===== src/rtl/demodulator_pkg.sv =====
// demodulator_pkg: shared FEC receive types, widths and demodulator state encoding
package demodulator_pkg;
  localparam int SYM_W = 8;
  localparam int NUM_SYM = 4;
  localparam int MSG_W = SYM_W * NUM_SYM;
  localparam int DEMOD_TIMEOUT = 64;
  localparam int CNT_W = $clog2(NUM_SYM + 1);
  typedef logic [SYM_W-1:0] modulated_message_data_t;
  typedef logic [MSG_W-1:0] encoded_message_data_t;
  typedef enum logic [1:0] {IDLE, COLLECT, HOLD} demod_state_e;
endpackage


===== src/rtl/demodulator_if.sv =====
// demodulator_if: symbol stream in, req/ack message out, error pulses
//   master: symbol source / decoder side; slave: the demodulator
interface demodulator_if;
  import demodulator_pkg::*;
  logic en;
  logic sym_valid;
  logic sym_first;
  modulated_message_data_t sym_in;
  logic sym_ready;
  logic req;
  logic ack;
  encoded_message_data_t data_out;
  logic err_sync;
  logic err_timeout;
  modport master (
    output en, sym_valid, sym_first, sym_in, ack,
    input  sym_ready, req, data_out, err_sync, err_timeout
  );
  modport slave (
    input  en, sym_valid, sym_first, sym_in, ack,
    output sym_ready, req, data_out, err_sync, err_timeout
  );
endinterface


===== src/rtl/demod_timeout_ctr.sv =====
// demod_timeout_ctr: mid-frame idle timer; expire is high in the cycle inc takes it to TIMEOUT
//   clr: restart from 0, inc: count one idle cycle, expire: timer wraps to 0 at the next edge
module demod_timeout_ctr #(
  parameter int TIMEOUT = 64
) (
  input  logic clk,
  input  logic rst_n,
  input  logic clr,
  input  logic inc,
  output logic expire
);
  localparam int TW = $clog2(TIMEOUT);
  logic [TW-1:0] timer;
  assign expire = inc & (timer == TW'(TIMEOUT - 1));
  always_ff @(posedge clk or negedge rst_n)
    if (!rst_n) timer <= '0;
    else if (clr | expire) timer <= '0;
    else if (inc) timer <= timer + 1'b1;
endmodule


===== src/rtl/demodulator.sv =====
// demodulator: reassembles NUM_SYM symbols (symbol 0 in the LSBs) into one message offered on req/ack
//   clk, rst_n (async, active-low); bus: demodulator_if.slave
//   DEMOD_STATS_EN adds saturating frame_cnt (handshakes) and drop_cnt (error pulses)
module demodulator
  import demodulator_pkg::*;
#(
  parameter int TIMEOUT = DEMOD_TIMEOUT
) (
  input logic clk,
  input logic rst_n,
  demodulator_if.slave bus
`ifdef DEMOD_STATS_EN
  ,
  output logic [15:0] frame_cnt,
  output logic [15:0] drop_cnt
`endif
);
  demod_state_e state, state_d;
  logic [CNT_W-1:0] sym_cnt, cnt_d, idx, nxt_cnt;
  encoded_message_data_t data_q, data_d;
  logic ready_q, req_q, sync_q, tmo_q;
  logic accept, wr, full, sync_d, expire;
  assign accept = bus.en & bus.sym_valid & ready_q;
  always_comb begin
    idx = bus.sym_first ? '0 : sym_cnt;
    nxt_cnt = idx + CNT_W'(1);
    full = nxt_cnt == CNT_W'(NUM_SYM);
    wr = accept & (bus.sym_first | state == COLLECT);
    sync_d = accept & ((state == IDLE & ~bus.sym_first) | (state == COLLECT & bus.sym_first));
    data_d = data_q;
    if (wr) data_d[idx*SYM_W +: SYM_W] = bus.sym_in;
    cnt_d = wr ? (full ? '0 : nxt_cnt) : expire ? '0 : sym_cnt;
    state_d = wr ? (full ? HOLD : COLLECT) :
              expire ? IDLE :
              (state == HOLD && bus.ack) ? IDLE : state;
  end
  always_ff @(posedge clk or negedge rst_n)
    if (!rst_n) begin
      state <= IDLE;
      sym_cnt <= '0;
      data_q <= '0;
      ready_q <= 1'b0;
      req_q <= 1'b0;
      sync_q <= 1'b0;
      tmo_q <= 1'b0;
    end else begin
      state <= state_d;
      sym_cnt <= cnt_d;
      data_q <= data_d;
      ready_q <= state_d != HOLD;
      req_q <= state_d == HOLD;
      sync_q <= sync_d;
      tmo_q <= expire;
    end
  demod_timeout_ctr #(.TIMEOUT(TIMEOUT)) u_tmo (
    .clk(clk),
    .rst_n(rst_n),
    .clr(state != COLLECT | accept),
    .inc(state == COLLECT & bus.en & ~accept),
    .expire(expire)
  );
`ifdef DEMOD_STATS_EN
  always_ff @(posedge clk or negedge rst_n)
    if (!rst_n) begin
      frame_cnt <= '0;
      drop_cnt <= '0;
    end else begin
      if (req_q & bus.ack & frame_cnt != '1) frame_cnt <= frame_cnt + 1'b1;
      if ((sync_q | tmo_q) & drop_cnt != '1) drop_cnt <= drop_cnt + 1'b1;
    end
`endif
  assign bus.sym_ready = ready_q;
  assign bus.req = req_q;
  assign bus.data_out = data_q;
  assign bus.err_sync = sync_q;
  assign bus.err_timeout = tmo_q;
endmodule


===== src/flat_wrapper.sv =====
// flat-port wrapper written by rule: the top's interface ports become plain ports
module demodulator_flat import demodulator_pkg::*;
#(
  parameter int TIMEOUT = DEMOD_TIMEOUT
)
  (clk, rst_n, bus_en, bus_sym_valid, bus_sym_first, bus_sym_in, bus_ack, bus_sym_ready, bus_req, bus_data_out, bus_err_sync, bus_err_timeout);
  demodulator_if bus_i ();
  input logic clk;
  input logic rst_n;
  input wire logic [$bits(bus_i.en)-1:0] bus_en;
  input wire logic [$bits(bus_i.sym_valid)-1:0] bus_sym_valid;
  input wire logic [$bits(bus_i.sym_first)-1:0] bus_sym_first;
  input wire logic [$bits(bus_i.sym_in)-1:0] bus_sym_in;
  input wire logic [$bits(bus_i.ack)-1:0] bus_ack;
  output wire logic [$bits(bus_i.sym_ready)-1:0] bus_sym_ready;
  output wire logic [$bits(bus_i.req)-1:0] bus_req;
  output wire logic [$bits(bus_i.data_out)-1:0] bus_data_out;
  output wire logic [$bits(bus_i.err_sync)-1:0] bus_err_sync;
  output wire logic [$bits(bus_i.err_timeout)-1:0] bus_err_timeout;
  assign bus_i.en = bus_en;
  assign bus_i.sym_valid = bus_sym_valid;
  assign bus_i.sym_first = bus_sym_first;
  assign bus_i.sym_in = bus_sym_in;
  assign bus_i.ack = bus_ack;
  assign bus_sym_ready = bus_i.sym_ready;
  assign bus_req = bus_i.req;
  assign bus_data_out = bus_i.data_out;
  assign bus_err_sync = bus_i.err_sync;
  assign bus_err_timeout = bus_i.err_timeout;
  demodulator #(.TIMEOUT(TIMEOUT)) u_core (.clk(clk), .rst_n(rst_n), .bus(bus_i));
endmodule

===== config.mk =====
export PLATFORM = sky130hd
export DESIGN_NAME = demodulator_flat
export DESIGN_NICKNAME = d
export VERILOG_FILES = /design/src/rtl/demodulator_pkg.sv /design/src/rtl/demodulator_if.sv /design/src/rtl/demod_timeout_ctr.sv /design/src/rtl/demodulator.sv /design/src/flat_wrapper.sv
export SDC_FILE = /design/constraint.sdc
export NUM_CORES = 1
export LEC_CHECK = 0
export CAP_MARGIN = 20
export CELL_PAD_IN_SITES_DETAIL_PLACEMENT = 2
export CELL_PAD_IN_SITES_GLOBAL_PLACEMENT = 2
export CORE_MARGIN = 2
export CORE_UTILIZATION = 30
export CTS_BUF_LIST = sky130_fd_sc_hd__clkbuf_4 sky130_fd_sc_hd__clkbuf_8
export DETAILED_ROUTE_END_ITERATION = 7
export GPL_TIMING_DRIVEN = 0
export PLACE_DENSITY_LB_ADDON = 0.1
export SYNTH_ARGS = -nofsm -noshare
export SYNTH_HDL_FRONTEND = slang
export SYNTH_SLANG_ARGS = --single-unit

===== constraint.sdc =====
create_clock -name clk -period 3.65 [get_ports clk]
set_input_delay 0.73 -clock clk [delete_from_list [all_inputs] [get_ports clk]]
set_output_delay 0.73 -clock clk [all_outputs]
set_load 0.01 [all_outputs]

; ---- Word level (Yosys, flattened, before mapping)
; Index checks and enable logic that the tools add are counted.
[word_totals]
out_inout_bits = 36
reg_bits = 47
[op_classes]
n_bitwise = 15
eq_ne = 7
shift = 2
addsub = 3
mux = 11
reduce_logical = 4
[op_table]
columns = op, count
row1 = 6-bit negation with 34-bit output, 1
row2 = "8-bit by 34-bit variable shift with 32-bit output, first input constant", 1
row3 = 8-bit by 34-bit indexed part select with 32-bit output, 1
row4 = 32-bit bitwise mux, 1
row5 = 3-bit two-way mux, 4
row6 = 6-bit two-way mux, 2
row7 = 1-bit bitwise AND, 9
row8 = 2-bit two-way mux, 4
row9 = "6-bit by 1-bit adder with 6-bit output, second input constant", 1
row10 = "6-bit == test, second input constant", 1
row11 = "2-bit == test, second input constant", 2
row12 = 1-bit OR, 4
row13 = 2-bit nonzero test, 2
row14 = "3-bit by 1-bit adder with 3-bit output, second input constant", 1
row15 = "3-bit == test, second input constant", 1
row16 = "2-bit by 1-bit == test with 1-bit output, second input constant", 1
row17 = 2-bit zero test, 1
row18 = "2-bit by 1-bit != test with 1-bit output, second input constant", 1
row19 = "2-bit != test, second input constant", 1
row20 = 1-bit NOT, 2
row21 = 1-bit logical AND, 1

; ---- Logic depth before layout (Yosys ltp)
[logic_depth]
depth_word = 8
mapped_depth = 9
ltp_nobuf = 8

; ---- Hierarchy
; From an unflattened synthesis, not the netlist that was laid out.
[unflattened]
hier_cells = 170
area_unflattened_um2 = 2107.0
[modules_own_cells]
columns = module, cells_each, area_each_um2, instances
row1 = demodulator, 143, 1819.2, 1
row2 = demod_timeout_ctr, 27, 287.8, 1

; ---- Least setup slack after synthesis
; Ideal clock, no wire load.
[synth_timing]
path_kind = input port to flip-flop
start = in bus_sym_first
end = reg u_core.data_q[0] (netlist: u_core.bus.data_out[0])
required_ns = 3.525
arrival_ns = 2.603
n_path_buf = 1
slack_ns = 0.922
path_stages = 9
path_cell_list = buf_2 nor2b_2 inv_1 ha_1 ha_1 nor3b_1 o21ai_0 nor2_4 mux2_2
[synth_between]
elab_chain_len = 4
[synth_lines]
columns = item, line_no
row1 = from (decl), flat_wrapper.sv:12  ; input wire logic [$bits(bus_i.sym_first)-1:0] bus_sym_first;
row2 = 3-bit two-way mux, demodulator.sv:25  ; idx = bus.sym_first ? '0 : sym_cnt;
row3 = 6-bit negation with 34-bit output, demodulator.sv:31  ; if (wr) data_d[idx*SYM_W +: SYM_W] = bus.sym_in;
row4 = 8-bit by 34-bit indexed part select with 32-bit output / 8-bit by 34-bit variable shift with 32-bit output (equally long branches), demodulator.sv:31
row5 = 32-bit bitwise mux, demodulator.sv:31
row6 = to (signal assigned), demodulator.sv:49  ; data_q <= data_d;
row7 = to (decl), demodulator.sv:20  ; encoded_message_data_t data_q, data_d;
; Several ways; a longest one is shown, not always the timed one.
; A chain may end at the register's enable or synchronous reset.

; ---- Worst setup path in the final report
[layout_timing]
start = in bus_sym_first
end = reg u_core.data_q[6] (netlist: u_core.bus.data_out[6])
; Same word-level chain as after synthesis.

==> results_dict.tcl <==
set metrics [dict create \
    worstSetupPathType "in -> reg" \
    cts.clk_slew.worst_paths_ns 0.09 \
    crit_path_end_kind "flip-flop" \
    slew_headroom_pct 67.74 \
    synth-main-ff-cell "dfrtp_1" \
    cts-root-buf "clkbuf_8" \
    via_count 1391 \
    maxSlewViolCount 0 \
    post_cts_buffers 0 \
    hold_viol_final 0 \
    cts_made_buffers 5 \
    irDropWorstVdd_uv 202.7 \
    ys_types 38 \
    min_period_over_period_pct 75.28 \
    synth.avg_cell_area_um2 14.12 \
    synth-seq-cells 47 \
    grtUsageMet3_pct 4.147 \
    grt_pass1_wl_um 8411 \
    grt_max_degree 31 \
    vias_per_cell 4.637 \
    grtUsageMet2_pct 24.04 \
    diodes 0 \
    dieArea_mm2 0.007697 \
    cts_tree "yes" \
    instances_no_fill 300 \
    required_ns 3.83 \
    async_flop_share_pct 100.0 \
    ctsResizeCount 0 \
    cp_max_fo 8 \
    met1_usage_pct 18.89 \
    timing.critical_path.mode_cell "ha_1" \
    rsz0062_at_grt "no" \
    syn_inst 149 \
    maxCapViolCount 0 \
    cts_hold_buf 0 \
    path_cells "buf_2, nor2b_2, inv_1, ha_1, ha_1, nor3b_1, o21ai_0, nor2_4, mux2_2" \
    timing.fmax_mhz 364.0 \
    power_density_mw_per_mm2 558.8 \
    syn_nets 168 \
    place.port_buffers 47 \
    rows 30 \
    cp.buffers_inverters 2 \
    cts_sinks 47 \
    crit_arrival_ns 2.93 \
    wl_per_cell_um 16.79 \
    grt_pass1_vias 1572 \
    drive_above_1_share_pct 27.45 \
    setup_viol_count_final 0 \
    wl_um 5038 \
    setup_tns_ns 0 \
    tightestPinTransition_ns 0.4839 \
    die_h_um 87.73 \
    grtUsageTotal_pct 14.59 \
    crit_family "simple AND/OR/NAND/NOR gates" \
    htree_num_levels 2 \
    overflow 0 \
    place_inst 293 \
    start_kind "primary input" \
    cp_slowest_cell "ha_1" \
    synth-edff-count 0 \
    synthToLayoutAreaGrowth_pct 32.72 \
    top_usage_layer "met2" \
    core_area_mm2 0.006794 \
    fin_nets 223 \
    status "complete, no violations" \
    first_pass_iters 2 \
    cp_slowest_stage_delay_ns 0.38 \
    fin_skew_ns 0.002709 \
    synth_warnings 0 \
    drtIter0Drc 38 \
    route.detailed.drc 0 \
    clockBufferDepth 2 \
    die_x_um 87.73 \
    antenna_found_initial 0 \
    dp_hpwl_um 3799 \
    synth_area_mm2 0.002103 \
    antenna_left 0 \
    ys_seq_area_share_pct 55.92 \
    min_period_ns 2.748 \
    io_pins 50 \
    gp_congestion 0.7688 \
    start_util_pct 30.96 \
    p_leak_nw 1.260 \
    hp-class "in -> async" \
    clock_latency_ns 0.29 \
]
-- per-stage QoR --
| step | cell area (um^2) | hold slack, ns | power [mW] | util [%] | setup WS [ns] |
|---|---|---|---|---|---|
| 3_5_place_dp | 2709 | 0.4924 | 1.278 | 39.87 | 0.5449 |
| 6_report | 2791 | 0.3865 | 1.560 | 41.09 | 0.9024 |
| 4_1_cts | 2791 | 0.3933 | 1.591 | 41.09 | 0.8785 |
| 5_1_grt | 2791 | 0.3969 | 1.669 | 41.09 | 0.7806 |
| 3_3_place_gp | 2694 | 0.4862 | 1.252 | 39.65 | 0.4680 |
| 2_1_floorplan | 2103 | 0.4344 | 0.9680 | - | 0.9222 |
-- state kept, by name, summed over array words and instances, names as in the netlist --
name	count
u_core.sym_cnt	3
u_core.bus.sym_ready	1
u_core.bus.data_out	32
u_core.bus.err_sync	1
u_core.bus.req	1
u_core.u_tmo.timer	6
u_core.bus.err_timeout	1
u_core.state	2
-- cells in the final DEF, fill, tap and decap left out, drive strengths merged --
cell,instances
a21bo,1
a21boi,1
a21oi,1
a31o,1
a32o,1
and2,1
and3,1
and4,3
buf,5
clkbuf,5
clkdlybuf4s50,46
clkinv,2
dfrtp,47
ha,5
inv,5
mux2,32
mux2i,1
nand2,6
nand2b,1
nand3,7
nand4,2
nand4b,1
nor2,7
nor2b,2
nor3,2
nor3b,1
nor4,1
o211ai,1
o21a,1
o21ai,7
or3,1
xnor2,4
xor2,2
-- worst paths after layout --
kind / depth (start not counted) / slack (ns) / start / to
worst max-delay path: 9 / 0.90 / bus_sym_first / u_core.bus.data_out[6]$_DFFE_PN0P_
worst min-delay path: 1 / 0.39 / rst_n / u_core.u_tmo.timer[2]$_DFFE_PN0P_
worst max register to register: 8 / 1.07 / u_core.sym_cnt[0]$_DFFE_PN0P_ / u_core.bus.data_out[6]$_DFFE_PN0P_
worst min register to register: 1 / 0.51 / u_core.bus.data_out[16]$_DFFE_PN0P_ / u_core.bus.data_out[16]$_DFFE_PN0P_
max in group asynchronous: 2 / 2.73 / rst_n / u_core.bus.data_out[17]$_DFFE_PN0P_
min in group clk: 1 / 0.51 / u_core.bus.data_out[16]$_DFFE_PN0P_ / u_core.bus.data_out[16]$_DFFE_PN0P_
-- area by class of cell --
| cell class | instances | area [um^2] |
|---|---|---|
| timing repair buffer | 48 | 485.5 |
| inverter | 5 | 18.77 |
| sequential | 47 | 1176 |
| multi-input combinational | 94 | 872.1 |
| tap | 96 | 120.1 |
| buffer | 3 | 36.28 |
| fill | 679 | 4003 |
| clock buffer | 5 | 68.82 |
| clock inverter | 2 | 13.76 |
-- cells by family (layout without fill, tap and decap cells) --
kind of cell	count (synthesis)	count (layout)	share of synthesized area [%]
DFF	47	47	55.92
and+or+nand+nor	36	36	12.08
muxes	33	33	19.04
AOI/OAI and AO/OA	14	14	4.878
buffers and inverters	8	63	2.617
xor gates and xnor gates	6	6	2.498
adders and majority gates	5	5	2.974
-- metal layers --
| layer | part of all wire (%) | wire length (um) |
|---|---|---|
| met1 | 44 | 2216 |
| met2 | 50 | 2534 |
| met3 | 4.9 | 245 |
| met4 | 0.81 | 41 |
| met5 | 0 | 0 |
-- cells in the mapped netlist, types with 2 or more instances --
library cell | number | share of area (%)
xnor2_1 | 4 | 1.7
ha_1 | 5 | 3.0
nand3_1 | 7 | 1.7
nand2_1 | 6 | 1.1
xor2_1 | 2 | 0.83
nor3_1 | 2 | 0.48
nor2_1 | 6 | 1.1
mux2_2 | 24 | 13
inv_1 | 5 | 0.89
o21ai_0 | 6 | 1.4
and4_1 | 2 | 0.83
mux2_4 | 8 | 5.7
dfrtp_1 | 47 | 56
-- report_power, final --
| part | total (mW) | switching (mW) | internal (mW) |
|---|---|---|---|
| combinational | 0.540 | 0.211 | 0.329 |
| sequential | 0.718 | 0.0757 | 0.642 |
| clock | 0.302 | 0.171 | 0.131 |
| total | 1.56 | 0.458 | 1.10 |
(Power assumes the default switching activity.)
